$ cat config.mk
export PLATFORM = sky130hd
export DESIGN_NAME = decimal_add_sequencer_flat
export DESIGN_NICKNAME = d
export VERILOG_FILES = /design/src/rtl/decimal_add_sequencer_pkg.sv /design/src/rtl/decimal_add_sequencer_if.sv /design/src/rtl/decimal_add_sequencer_key_qualifier.sv /design/src/rtl/decimal_add_sequencer.sv /design/src/flat_wrapper.sv
export SDC_FILE = /design/constraint.sdc
export NUM_CORES = 1
export LEC_CHECK = 0
export BUFFER_PORTS_ARGS = -buffer_cell sky130_fd_sc_hd__buf_2
export CAP_MARGIN = 0
export CORE_ASPECT_RATIO = 1.75
export CORE_MARGIN = 2
export CORE_UTILIZATION = 60
export CTS_BUF_LIST = sky130_fd_sc_hd__clkbuf_8 sky130_fd_sc_hd__clkbuf_16
export CTS_CLUSTER_DIAMETER = 120
export DETAILED_ROUTE_END_ITERATION = 10
export PLACE_DENSITY = 0.82
export SLEW_MARGIN = 40
export SYNTH_ARGS = -nofsm -noshare
export SYNTH_HDL_FRONTEND = slang
export SYNTH_HIERARCHICAL = 1
export SYNTH_SLANG_ARGS = --single-unit
$ cat constraint.sdc
create_clock -name clk -period 15.1 [get_ports clk]
set_clock_uncertainty 0.2 [all_clocks]
set_input_delay 0.755 -clock clk [delete_from_list [all_inputs] [get_ports clk]]
set_output_delay 0.755 -clock clk [all_outputs]
set_load 0.1 [all_outputs]
$ cat src/rtl/decimal_add_sequencer_pkg.sv
// Shared types and helpers for the two-digit decimal adder sequencer:
// FSM state encoding, operand/sum widths and the keypad one-hot encoder.
package dec_add_pkg;

    localparam int DIGIT_W = 4;
    localparam int SUM_W   = 5;
    localparam int KEY_W   = 10;

    typedef enum logic [1:0] {
        WAIT_A = 2'd0,
        WAIT_B = 2'd1,
        SHOW   = 2'd2
    } state_e;

    typedef struct packed {
        logic               legal;
        logic [DIGIT_W-1:0] code;
    } enc_t;

    // Legal only when exactly one key line is high; code is that line's index.
    function automatic enc_t encode_key(input logic [KEY_W-1:0] k);
        enc_t r;
        int   n;
        r.legal = 1'b0;
        r.code  = '0;
        n       = 0;
        for (int i = 0; i < KEY_W; i++) begin
            if (k[i]) begin
                n++;
                r.code = DIGIT_W'(i);
            end
        end
        r.legal = (n == 1);
        return r;
    endfunction

endpackage

$ cat src/rtl/decimal_add_sequencer_if.sv
// Keypad-side inputs and display-side outputs of the decimal adder sequencer.
interface decimal_add_sequencer_if;
    import dec_add_pkg::*;

    logic [KEY_W-1:0]   key;
    logic               clr;
    logic [DIGIT_W-1:0] digit_a;
    logic [DIGIT_W-1:0] digit_b;
    logic [SUM_W-1:0]   sum;
    logic               sum_valid;
    logic [1:0]         state_o;
    logic               err;

    modport master (
        output key, clr,
        input  digit_a, digit_b, sum, sum_valid, state_o, err
    );

    modport slave (
        input  key, clr,
        output digit_a, digit_b, sum, sum_valid, state_o, err
    );

endinterface

$ cat src/rtl/decimal_add_sequencer_key_qualifier.sv
// Keypad debouncer: registers the raw lines, requires a stable pattern for
// DEBOUNCE_CYCLES samples, and emits one accept strobe per physical press.
module key_qualifier
    import dec_add_pkg::*;
#(
    parameter int DEBOUNCE_CYCLES = 4
) (
    input  logic               clk,
    input  logic               rst_n,
    input  logic [KEY_W-1:0]   key_i,
    output logic               accept_o,
    output logic [DIGIT_W-1:0] code_o,
    output logic               illegal_o
);

    localparam logic [7:0] DB = 8'(DEBOUNCE_CYCLES);

    logic [KEY_W-1:0] key_q;
    logic [7:0]       cnt_q, cnt_d;
    logic             held_q, held_d;
    logic             stable;
    enc_t             enc;

    assign stable = (cnt_q == DB);

    // A freshly changed sample counts as the first stable one.
    always_comb begin
        cnt_d = cnt_q;
        if (key_i != key_q) begin
            cnt_d = 8'd1;
        end else if (cnt_q != DB) begin
            cnt_d = cnt_q + 8'd1;
        end
    end

    assign accept_o = !held_q && stable && (key_q != '0);

    always_comb begin
        held_d = held_q;
        if (accept_o) begin
            held_d = 1'b1;
        end else if (held_q && stable && (key_q == '0)) begin
            held_d = 1'b0;
        end
    end

    assign enc       = encode_key(key_q);
    assign code_o    = enc.code;
    assign illegal_o = !enc.legal;

    always_ff @(posedge clk or negedge rst_n) begin
        if (!rst_n) begin
            key_q  <= '0;
            cnt_q  <= '0;
            held_q <= 1'b0;
        end else begin
            key_q  <= key_i;
            cnt_q  <= cnt_d;
            held_q <= held_d;
        end
    end

endmodule

$ cat src/rtl/decimal_add_sequencer.sv
// Two-digit decimal adder sequencer: captures operand A then B from qualified
// keypad presses and presents their registered sum. Optional macro
// DEC_ADD_ERR_EN enables the err pulse on multi-hot key patterns.
module decimal_add_sequencer
    import dec_add_pkg::*;
#(
    parameter int DEBOUNCE_CYCLES = 4
) (
    input  logic                     clk,
    input  logic                     rst_n,
    decimal_add_sequencer_if.slave   bus
);

    logic               accept;
    logic [DIGIT_W-1:0] code;
    logic               illegal;
    logic               take;

    state_e             state_q, state_d;
    logic [DIGIT_W-1:0] digit_a_q, digit_a_d;
    logic [DIGIT_W-1:0] digit_b_q, digit_b_d;
    logic [SUM_W-1:0]   sum_q, sum_d;
    logic               sum_valid_q, sum_valid_d;

    key_qualifier #(
        .DEBOUNCE_CYCLES (DEBOUNCE_CYCLES)
    ) u_qual (
        .clk       (clk),
        .rst_n     (rst_n),
        .key_i     (bus.key),
        .accept_o  (accept),
        .code_o    (code),
        .illegal_o (illegal)
    );

    assign take = accept && !illegal;

    // clr overrides and discards any accept arriving on the same edge.
    always_comb begin
        state_d     = state_q;
        digit_a_d   = digit_a_q;
        digit_b_d   = digit_b_q;
        sum_d       = sum_q;
        sum_valid_d = sum_valid_q;
        if (bus.clr) begin
            state_d     = WAIT_A;
            digit_a_d   = '0;
            digit_b_d   = '0;
            sum_d       = '0;
            sum_valid_d = 1'b0;
        end else begin
            case (state_q)
                WAIT_A: begin
                    if (take) begin
                        digit_a_d = code;
                        digit_b_d = '0;
                        state_d   = WAIT_B;
                    end
                end
                WAIT_B: begin
                    if (take) begin
                        digit_b_d   = code;
                        sum_d       = {1'b0, digit_a_q} + {1'b0, code};
                        sum_valid_d = 1'b1;
                        state_d     = SHOW;
                    end
                end
                SHOW: begin
                    if (take) begin
                        digit_a_d   = code;
                        digit_b_d   = '0;
                        sum_d       = '0;
                        sum_valid_d = 1'b0;
                        state_d     = WAIT_B;
                    end
                end
                default: state_d = WAIT_A;
            endcase
        end
    end

    always_ff @(posedge clk or negedge rst_n) begin
        if (!rst_n) begin
            state_q     <= WAIT_A;
            digit_a_q   <= '0;
            digit_b_q   <= '0;
            sum_q       <= '0;
            sum_valid_q <= 1'b0;
        end else begin
            state_q     <= state_d;
            digit_a_q   <= digit_a_d;
            digit_b_q   <= digit_b_d;
            sum_q       <= sum_d;
            sum_valid_q <= sum_valid_d;
        end
    end

`ifdef DEC_ADD_ERR_EN
    logic err_q, err_d;

    assign err_d = accept && illegal && !bus.clr;

    always_ff @(posedge clk or negedge rst_n) begin
        if (!rst_n) begin
            err_q <= 1'b0;
        end else begin
            err_q <= err_d;
        end
    end

    assign bus.err = err_q;
`else
    assign bus.err = 1'b0;
`endif

    assign bus.digit_a   = digit_a_q;
    assign bus.digit_b   = digit_b_q;
    assign bus.sum       = sum_q;
    assign bus.sum_valid = sum_valid_q;
    assign bus.state_o   = state_q;

endmodule

$ cat src/flat_wrapper.sv
// flat-port wrapper written by rule: the top's interface ports become plain ports
module decimal_add_sequencer_flat import dec_add_pkg::*;
#(
    parameter int DEBOUNCE_CYCLES = 4
)
  (clk, rst_n, bus_key, bus_clr, bus_digit_a, bus_digit_b, bus_sum, bus_sum_valid, bus_state_o, bus_err);
  decimal_add_sequencer_if bus_i ();
  input  logic clk;
  input  logic rst_n;
  input wire logic [$bits(bus_i.key)-1:0] bus_key;
  input wire logic [$bits(bus_i.clr)-1:0] bus_clr;
  output wire logic [$bits(bus_i.digit_a)-1:0] bus_digit_a;
  output wire logic [$bits(bus_i.digit_b)-1:0] bus_digit_b;
  output wire logic [$bits(bus_i.sum)-1:0] bus_sum;
  output wire logic [$bits(bus_i.sum_valid)-1:0] bus_sum_valid;
  output wire logic [$bits(bus_i.state_o)-1:0] bus_state_o;
  output wire logic [$bits(bus_i.err)-1:0] bus_err;
  assign bus_i.key = bus_key;
  assign bus_i.clr = bus_clr;
  assign bus_digit_a = bus_i.digit_a;
  assign bus_digit_b = bus_i.digit_b;
  assign bus_sum = bus_i.sum;
  assign bus_sum_valid = bus_i.sum_valid;
  assign bus_state_o = bus_i.state_o;
  assign bus_err = bus_i.err;
  decimal_add_sequencer #(.DEBOUNCE_CYCLES(DEBOUNCE_CYCLES)) u_core (.clk(clk), .rst_n(rst_n), .bus(bus_i));
endmodule
# Word-level counts from Yosys, hierarchy flattened
# Cells that the tools add are included.
# W data, S select, Z words.
[word_totals]
ramBits = 0
output_inout_bits = 17
reg_bits = 35
mem_bits_ro = 0
input_bits = 13
mem_count = 0
latch_bits = 0
[classes]
n_reduce_logical = 20
multipliers = 0
div = 0
n_eq_ne = 9
n_shift = 0
magnitude_cmp = 0
muxes = 41
bitwise_logic = 0
addsub = 11
[op_table]
columns = ["cell", "count"]
rows = [
  ["$add A32 B2 Y32 const B", 9],
  ["$mux W32", 9],
  ["$mux W4", 13],
  ["$eq A32 B2 Y1 const B", 1],
  ["$mux W8", 2],
  ["$mux W5", 3],
  ["$logic_not A10 Y1", 1],
  ["$ne A10 B10 Y1", 1],
  ["$pmux W5 S2", 1],
  ["$reduce_bool A10 Y1", 1],
  ["$add A8 B1 Y8 const B", 1],
  ["$eq A8 B3 Y1 const B", 1],
  ["$ne A8 B3 Y1 const B", 1],
  ["$pmux W4 S2", 1],
  ["$reduce_bool A2 Y1", 4],
  ["$mux W1", 7],
  ["$mux W2", 3],
  ["$ne A3 B2 Y1 const B", 2],
  ["$reduce_and A3 Y1", 2],
  ["$reduce_bool A3 Y1", 2],
  ["$add A4 B4 Y5", 1],
  ["$logic_and A1 B1 Y1", 5],
  ["$pmux W2 S2", 1],
  ["$reduce_and A2 Y1", 2],
  ["other kinds (7)", 7],
]

# Depth between registers and ports, before layout
# Gate-level depths: netlist (run 1).
[depth]
word_depth = 24
mapped_depth = 35
depth_no_buf = 34

# Hierarchy
# The synthesis (run 1) kept the hierarchy.
[by_module_without_submodules]
columns = ["module", "cells_per_inst", "area_each_um2", "instances", "seq_area_each_um2"]
rows = [
  ["key_qualifier", 194, 1774.2, 1, 475.5],
  ["decimal_add_sequencer", 89, 878.3, 1, 400.4],
]

# Least setup slack after synthesis (run 1)
# No wires, ideal clock.
[synth_path]
path_type = "register -> register"
from = "register u_core.u_qual.key_q[0]"
to = "register u_core.digit_b_q[0], in the netlist u_core/bus.digit_b[0]"
path_stages_with_launch = 35
t_arrival_ns = 5.736
n_path_buf = 1
setup_slack_ns = 9.088
synth_period_minus_slack_ns = 6.012
path_cell_list = "dfrtp_1 > inv_1 > ha_1 > xor2_1 > ha_1 > mux2_2 > ha_1 > nand2_1 > nand2_1 > or2_2 > ha_1 > inv_1 > nand2_1 > o31ai_1 > inv_1 > ha_1 > nand2_1 > o21a_1 > inv_1 > ha_1 > a21oi_1 > nand2_1 > ha_1 > nor2_1 > a31oi_1 > ha_1 > xnor2_1 > a41oi_1 > nor4_1 > o21ai_1 > nand2b_4 > buf_2 > o21ai_1 > a22oi_1 > nor2_1"
[synth_via]
elab_chain_cells = 23
[synth_lines]
columns = ["item", "line_no", "rtl"]
rows = [
  ["from (decl)", "decimal_add_sequencer_key_qualifier.sv:18", "logic [KEY_W-1:0] key_q;"],
  ["from (signal assigned)", "decimal_add_sequencer_key_qualifier.sv:57", "key_q <= key_i;"],
  ["$mux W1", "decimal_add_sequencer_pkg.sv:28", "if (k[i]) begin"],
  ["$add A32 B2 Y32", "decimal_add_sequencer_pkg.sv:29", "n++;"],
  ["$mux W32", "decimal_add_sequencer_pkg.sv:28", ""],
  ["$add A32 B2 Y32", "decimal_add_sequencer_pkg.sv:29", ""],
  ["$mux W32", "decimal_add_sequencer_pkg.sv:28", ""],
  ["$add A32 B2 Y32", "decimal_add_sequencer_pkg.sv:29", ""],
  ["$mux W32", "decimal_add_sequencer_pkg.sv:28", ""],
  ["$add A32 B2 Y32", "decimal_add_sequencer_pkg.sv:29", ""],
  ["[... 7 more ...]", "--", ""],
  ["$add A32 B2 Y32", "decimal_add_sequencer_pkg.sv:29", ""],
  ["$mux W32", "decimal_add_sequencer_pkg.sv:28", ""],
  ["$add A32 B2 Y32", "decimal_add_sequencer_pkg.sv:29", ""],
  ["$mux W32", "decimal_add_sequencer_pkg.sv:28", ""],
  ["$eq A32 B2 Y1", "decimal_add_sequencer_pkg.sv:33", "r.legal = (n == 1);"],
  ["$logic_and A1 B1 Y1 *", "decimal_add_sequencer.sv:36", "assign take = accept && !illegal;"],
  ["$ne A3 B2 Y1 (no line) / $ne A3 B1 Y1 (equally long branches)", "--", ""],
  ["$reduce_and A3 Y1 (no line) *", "--", ""],
  ["to (signal assigned)", "decimal_add_sequencer.sv:92", "digit_b_q <= digit_b_d;"],
  ["to (decl)", "decimal_add_sequencer.sv:21", "logic [DIGIT_W-1:0] digit_b_q, digit_b_d;"],
]
# Every way passes the cells marked *; elsewhere a longest branch is shown, timed or not.
# A chain may end at the register's enable or synchronous reset.

# Worst setup path after layout (run 1)
[layout_path]
from = "register u_core.u_qual.key_q[0]"
to = "register u_core.digit_a_q[3], in the netlist u_core/bus.digit_a[3]"
[layout_via]
elab_chain_cells = 23
[layout_lines]
columns = ["item", "line_no", "rtl"]
rows = [
  ["$mux W1", "decimal_add_sequencer_pkg.sv:28", ""],
  ["$add A32 B2 Y32", "decimal_add_sequencer_pkg.sv:29", ""],
  ["$mux W32", "decimal_add_sequencer_pkg.sv:28", ""],
  ["$add A32 B2 Y32", "decimal_add_sequencer_pkg.sv:29", ""],
  ["$mux W32", "decimal_add_sequencer_pkg.sv:28", ""],
  ["$add A32 B2 Y32", "decimal_add_sequencer_pkg.sv:29", ""],
  ["$mux W32", "decimal_add_sequencer_pkg.sv:28", ""],
  ["$add A32 B2 Y32", "decimal_add_sequencer_pkg.sv:29", ""],
  ["[... 7 more ...]", "--", ""],
  ["$add A32 B2 Y32", "decimal_add_sequencer_pkg.sv:29", ""],
  ["$mux W32", "decimal_add_sequencer_pkg.sv:28", ""],
  ["$add A32 B2 Y32", "decimal_add_sequencer_pkg.sv:29", ""],
  ["$mux W32", "decimal_add_sequencer_pkg.sv:28", ""],
  ["$eq A32 B2 Y1", "decimal_add_sequencer_pkg.sv:33", ""],
  ["$logic_and A1 B1 Y1 *", "decimal_add_sequencer.sv:36", ""],
  ["$reduce_bool A2 Y1 (no line) *", "--", ""],
  ["$reduce_and A2 Y1 (no line) *", "--", ""],
  ["to (signal assigned)", "decimal_add_sequencer.sv:91", "digit_a_q <= digit_a_d;"],
  ["to (decl)", "decimal_add_sequencer.sv:20", "logic [DIGIT_W-1:0] digit_a_q, digit_a_d;"],
]
# Marks and branches as above.

==> flow_metrics.py, run 1 <==
metrics = {
    "floorplan": {
        "initial_core_util_pct": 61.3,
        "die_h_um": 92.0,
        "die_w_um": 54.3,
        "rows": 32,
        "die_area_um2": 4990,
        "io_pins": 30,
        "coreArea_um2": 4320,
    },
    "critical_path": {
        "critPathMaxFanout": 15,
        "critPathSlowestCell": "dfrtp_1",
        "critical_path_class": "reg -> reg",
        "crit_path_frequent_cell": "ha_1",
        "required_ns": 15.11,
        "r2r_start": "u_core/u_qual/key_q[0]",
        "cpPeakStageDelay_ns": 0.39,
        "arrival_ns": 6.69,
        "critPathLaunchType": "flop",
        "end_kind": "flop",
        "cp-startpoint": "u_core/u_qual/key_q[0]",
    },
    "clocking": {
        "cts_max_path_buffers": 2,
        "cts_tree": "done",
        "htree_levels": 2,
        "cts.sinks": 35,
        "cts_hold_buffers": 0,
        "cts_resized": 0,
        "clockRootBuffer": "clkbuf_8",
        "clkLatencyLatePin_ns": 0.29,
        "post_cts_buffers": 0,
        "cts_buffers": 5,
        "path_clk_slew_ns": 0.07,
    },
    "place": {
        "port_buffers": 28,
        "gp_congestion": 0.840,
        "pre_cts_slack_ns": 8.44,
        "dpl.cell_count": 349,
        "dp_hpwl_um": 4010,
    },
    "grt": {
        "grt_pass1_vias": 2059,
        "grt_overflow": 0,
        "antenna_found_initial": 0,
        "grt_start_max_net_pins": 36,
        "grt_util_all_layers_pct": 24.4,
        "grt_pass1_wl_um": 8960,
    },
    "route": {
        "wl_um": 5140,
        "drt.antenna.violating_nets": 0,
        "drt-initial-drc-count": 54,
        "first_pass_iters": 4,
        "wire_per_inst_um": 14.4,
        "via_per_inst": 5.73,
        "drc": 0,
        "num_vias": 2045,
    },
    "cells_and_area": {
        "syn_to_final_growth_pct": 6.42,
        "multiInputGateArea_um2": 1590,
        "instances_no_fill": 357,
        "nets": 334,
        "final_util_pct": 65.3,
        "antenna_cells": 0,
        "fill_cells": 372,
        "drive_gt1_share_pct": 18.3,
        "regArea_um2": 876,
    },
    "synthesis": {
        "ys_ff_latch": 35,
        "yosysUniqueCellTypes": 59,
        "seq_area_frac_synth_pct": 33.0,
        "synthFlopType": "dfrtp_1",
        "synth_area_leaders": "dfrtp_1 33%, ha_1 7.1%, xor2_1 5.3%",
        "ys_warn_count": 6,
        "synth_edf_count": 0,
        "synth.top_cell.area_share_pct": 33.0,
        "async_flop_share_pct": 100,
        "syn_nets": 312,
        "syn-instance-count": 283,
        "synth_top_area_cell": "dfrtp_1",
        "synthesis.area_um2": 2650,
        "avgSynthCellArea_um2": 9.37,
    },
    "run_status": {
        "status": "completed",
    },
    "timing": {
        "finalSetupTns_ns": 0,
        "fin_crit_sh_pct": 44.2,
        "whs_ns": 0.201,
        "hold_viol": 0,
        "slew_viol_final": 0,
        "setup_slack_ns": 8.42,
        "rsz0062_at_grt": "false",
        "slew_headroom_pct": 66.2,
        "fin_crit_ns": 6.68,
        "max_freq_mhz": 150,
        "tightest_slew_ns": 0.507,
        "finalSetupViolations": 0,
    },
    "hold_path": {
        "hp-class": "in -> async",
    },
    "pwr": {
        "worst_ir_drop_vdd_v": 0.0000685,
        "power_leakage_nw": 1.34,
        "power.density_nw_per_um2": 91.6,
    },
    "job": {
        "max-cap-violations": 0,
    },
}
[worst max-delay path: cells and delay by family, from the launching register on]
family | cells | cell delay [ns]
AO/OA/AOI/OAI | 7 | 1.16
XOR/XNOR | 2 | 0.34
adder cells (fa/ha/maj) | 8 | 2.36
buffers and inverters | 4 | 0.25
flip-flops | 1 | 0.39
multiplexers | 1 | 0.28
AND/OR/NAND/NOR | 11 | 1.64
[logic make-up after synthesis]
| family | Yosys count | synth area share, % |
|---|---|---|
| AOI/OAI and AO/OA | 56 | 13.6 |
| xor gates and xnor gates | 36 | 15.4 |
| adders and majority gates | 16 | 7.83 |
| buffers and inverters | 30 | 7.03 |
| DFF | 35 | 33.0 |
| muxes | 3 | 1.70 |
| other | 1 | 0.141 |
| and+or+nand+nor | 106 | 21.3 |
[placed cells by master, fill, tap and decap left out, types with 2 or more instances in the layout]
master	Yosys	layout
inv_1	16	18
nor2_1	25	25
nand4_1	4	4
ha_1	15	15
a21o_1	2	2
nor3_1	6	6
o21ai_1	7	7
nand2b_1	6	6
nand3b_1	2	2
nor4_1	5	5
or2_2	2	2
dfrtp_1	35	35
nand2b_4	2	2
o31ai_1	3	3
nand3_1	9	9
xnor2_2	3	3
a21oi_1	15	15
o21bai_1	2	2
mux2_2	2	2
a22oi_1	5	5
xnor3_1	2	2
o21a_1	3	3
a211oi_1	3	3
and3_1	4	4
xnor2_1	12	12
o21ai_0	7	7
xor2_1	16	16
nor2b_1	2	2
buf_2	4	27
nand2_1	28	28
a22o_1	3	3
clkbuf_8	3	5
[synthesized netlist by cell type, types with 3 or more instances]
| cell type | instances |
|---|---|
| dfrtp_1 | 35 |
| nand2_1 | 28 |
| nor2_1 | 25 |
| inv_1 | 16 |
| xor2_1 | 16 |
| a21oi_1 | 15 |
| ha_1 | 15 |
| xnor2_1 | 12 |
| nand3_1 | 9 |
| o21ai_0 | 7 |
| o21ai_1 | 7 |
| nand2b_1 | 6 |
| nor3_1 | 6 |
| a22oi_1 | 5 |
| nor4_1 | 5 |
| and3_1 | 4 |
| buf_2 | 4 |
| buf_6 | 4 |
| nand4_1 | 4 |
| a211oi_1 | 3 |
| a22o_1 | 3 |
| clkbuf_8 | 3 |
| o21a_1 | 3 |
| o31ai_1 | 3 |
| xnor2_2 | 3 |
[per-stage QoR]
step                      total power [mW]  area, µm²
after CTS                            0.261       2820
final                                0.259       2820
after global placement               0.192       2740
after floorplan                      0.179       2650
after global routing                 0.276       2820
after detailed placement             0.196       2740
[report_power, final]
group | internal (mW) | switching (mW) | total, mW
sequential | 0.0951 | 0.00388 | 0.0990
combinational | 0.0431 | 0.0527 | 0.0959
clock | 0.0310 | 0.0327 | 0.0637
total | 0.169 | 0.0894 | 0.259
[layer usage]
layer	track usage, %	part of all wire, %
met1	26.8	38
met5	0	0
met4	11.9	2.3
met3	3.91	2.3
met2	42.9	57
[cell type report]
| class | instances | area share (%) |
|---|---|---|
| clock buffer | 5 | 2.44 |
| clock inverter | 3 | 0.443 |
| inverter | 17 | 2.44 |
| multi-input combinational | 218 | 56.3 |
| sequential | 35 | 31.0 |
| tap | 51 | 2.26 |
| timing repair buffer | 28 | 5.05 |
[flip-flops by register name, summed over array words and instances, names as in the netlist]
signal and flops:
u_core/u_qual/cnt_q 8, u_core/bus.state_o 2, u_core/u_qual/held_q 1, u_core/bus.digit_b 4, u_core/bus.sum_valid 1, u_core/u_qual/key_q 10
u_core/bus.sum 5, u_core/bus.digit_a 4
[worst paths after layout]
path / end / slack (ns) / cells past startpoint
max in group asynchronous: u_core/u_qual/cnt_q[6] / 14.18 / 1
max: u_core/bus.digit_a[3] / 8.42 / 33
min reg2reg: u_core/bus.sum[1] / 0.28 / 2
min in group clk: u_core/bus.sum[1] / 0.28 / 2
min: u_core/bus.sum_valid / 0.20 / 1
max reg2reg: u_core/bus.digit_a[3] / 8.42 / 33
No activity file was read; power rests on OpenSTA's default activity.
==> inputs of run 2 (changes only) <==
Settings changed: CORE_UTILIZATION 60 to 59, PLACE_DENSITY 0.82 to 0.8.
Clock period 15.1 ns to 6.2 ns, I/O delays scaled along.
==> run 2 against run 1 <==
Hold slack worse by 0.012 ns. Clock-buffer cell count rose by 2. Global-route usage rose by 2.2 points. Routed wire length is 28% higher. Non-clock buffer count rose by 32. Core utilization is 12 points higher. First-iteration DRC count increased by 44%. Combinational power increased to 4.3 times the previous value. Design area grew 20%. Via count grew 13%. Cell count up 9.2%. Sequential share of layout area fell by 5.2 points. Critical path type unchanged.
==> flow_metrics.py, run 2 (synthesis gave the netlist of run 1 again) <==
metrics = {
    "run_status": {
        "status": "completed",
    },
    "cells_and_area": {
        "top_register": "u_core/u_qual/key_q",
        "nets": 367,
        "final_common_cell": "dfrtp_1",
        "fill_cells": 282,
        "final_cell_mix": "35 x dfrtp_1, 27 x buf_2, 24 x nand2_1, 24 x nor2_1, 21 x buf_4",
        "drive_gt1_share_pct": 32.4,
        "antenna_cells": 0,
        "instances_no_fill": 390,
        "syn_to_final_growth_pct": 27.7,
        "finalInstanceArea_um2": 3390,
        "final_util_pct": 77.6,
        "largest_reg_flops": 10,
    },
    "critical_path": {
        "cpPeakStageDelay_ns": 0.59,
        "r2r_start": "u_core/u_qual/key_q[2]",
        "required_ns": 6.17,
        "rrSetupSlack_ns": 0.13,
        "critical_path_class": "reg -> reg",
        "end_kind": "flop",
        "critPathMaxFanout": 8,
        "ff2ff_path_depth": 32,
        "critPathLaunchType": "flop",
        "worst-path-buf-inv": 4,
        "crit_path_frequent_cell": "ha_4",
        "critPathTopFamily": "adder cells",
        "r2r_end": "u_core/bus.digit_b[1]",
        "arrival_ns": 6.03,
        "critPathSlowestCell": "dfrtp_1",
    },
    "route": {
        "drt-initial-drc-count": 78,
        "wire_per_inst_um": 16.8,
        "wl_um": 6550,
        "num_vias": 2309,
        "drt.antenna.violating_nets": 0,
        "drc": 0,
        "via_per_inst": 5.92,
        "first_pass_iters": 4,
    },
    "job": {
        "max-cap-violations": 0,
    },
    "grt": {
        "grt_overflow": 0,
        "grt_pass1_vias": 2244,
        "gr-max-usage-layer": "met2",
        "use_met1_pct": 29.7,
        "grt_util_all_layers_pct": 26.6,
        "grt_start_max_net_pins": 36,
        "grt_pass1_wl_um": 9900,
        "use_met2_pct": 47.6,
        "met3_usage_pct": 3.23,
        "antenna_found_initial": 0,
    },
    "timing": {
        "tightest_slew_ns": 0.758,
        "rsz0062_at_grt": "true",
        "finalSetupViolations": 0,
        "finalSetupTns_ns": 0,
        "setup_slack_ns": 0.132,
        "fin_crit_ns": 6.07,
        "slew_headroom_pct": 49.4,
        "fin_crit_sh_pct": 97.9,
        "hold_viol": 0,
        "max_freq_mhz": 165,
        "slew_viol_final": 0,
    },
    "floorplan": {
        "die_h_um": 92.7,
        "coreArea_um2": 4360,
        "initial_core_util_pct": 60.8,
        "rows": 32,
        "die_area_um2": 5070,
        "io_pins": 30,
        "die_w_um": 54.7,
    },
    "clocking": {
        "cts.sinks": 35,
        "cts_buffers": 5,
        "clockRootBuffer": "clkbuf_8",
        "cts_max_path_buffers": 2,
        "path_clk_slew_ns": 0.07,
        "clkLatencyLatePin_ns": 0.29,
        "cts_tree": "done",
        "htree_levels": 2,
    },
    "place": {
        "dpl.cell_count": 356,
        "pre_cts_slack_ns": -0.306,
        "dpl-instance-area_um2": 2790,
        "port_buffers": 28,
        "gp_congestion": 0.874,
        "dp_hpwl_um": 4130,
    },
    "hold_path": {
        "hp-class": "in -> reg",
        "holdPathStages": 2,
        "hold_end": "u_core/bus.digit_b[0]",
        "min_from": "bus_clr",
    },
    "pwr": {
        "worst_ir_drop_vdd_v": 0.000204,
        "power.density_nw_per_um2": 245,
        "power_leakage_nw": 1.53,
    },
}
run 2: cell types whose count changed in the layout (fill, tap and decap cells not counted), moves of 3 or more:
cell	before	now
o21ai_2	0	3
nand2_4	0	3
inv_1	18	13
inv_2	0	3
buf_4	1	21
ha_1	15	7
nand2_1	28	24
dlygate4sd3_1	0	11
ha_4	0	8
run 2: what timing repair did:
action	4_1_cts	5_1_grt
setup buffers	10	4
hold buffers	11	0
endpoints found under the setup margin	16	16
hold endpoints to repair	45	0
pin swaps	8	18
cloned	1	0
gates resized for setup	20	29
run 2: where the power goes:
group	switching [mW]	internal, mW
clock network	0.0784	0.0997
logic	0.205	0.204
registers	0.0105	0.232
run 2: routing by layer:
| layer | wire [µm] | vias to the layer above | share of wire, % |
|---|---|---|---|
| met2 | 3740 | 61 | 57 |
| met3 | 189 | 9 | 2.9 |
| met1 | 2520 | 1157 | 38 |
| met5 | 0 | - | 0 |
| li1 | - | 1082 | - |
| met4 | 104 | 0 | 1.6 |
run 2: worst max-delay path by stage:
stage | slack (ns) | cells past startpoint | to | start
finish | 0.13 | 32 | u_core/bus.digit_b[1] | u_core/u_qual/key_q[2]
CTS | 0.002 | 34 | u_core/bus.sum[4] | u_core/u_qual/key_q[1]
detailed placement | -0.31 | 33 | u_core/bus.digit_a[1] | u_core/u_qual/key_q[0]
global placement | -0.16 | 33 | u_core/bus.sum[4] | u_core/u_qual/key_q[0]
floorplan | 0.19 | 34 | u_core/bus.digit_b[0] | u_core/u_qual/key_q[0]
global route | -0.11 | 31 | u_core/bus.sum[0] | u_core/u_qual/key_q[2]
run 2: area by class of cell:
class	instances	area [µm²]	area share, %
sequential	35	876	25.9
clock inverter	1	3.75	0.111
tap	51	63.8	1.88
inverter	17	71.3	2.11
multi-input combinational	219	1860	55.0
clock buffer	7	96.3	2.84
timing repair buffer	60	414	12.2
run 2: per-stage QoR:
step / hold WS, ns / power (mW)
2_1_floorplan: -0.186 / 0.437
3_5_place_dp: 0.225 / 0.490
5_1_grt: 0.186 / 0.872
4_1_cts: 0.178 / 0.732
3_3_place_gp: 0.217 / 0.481
6_report: 0.189 / 0.829
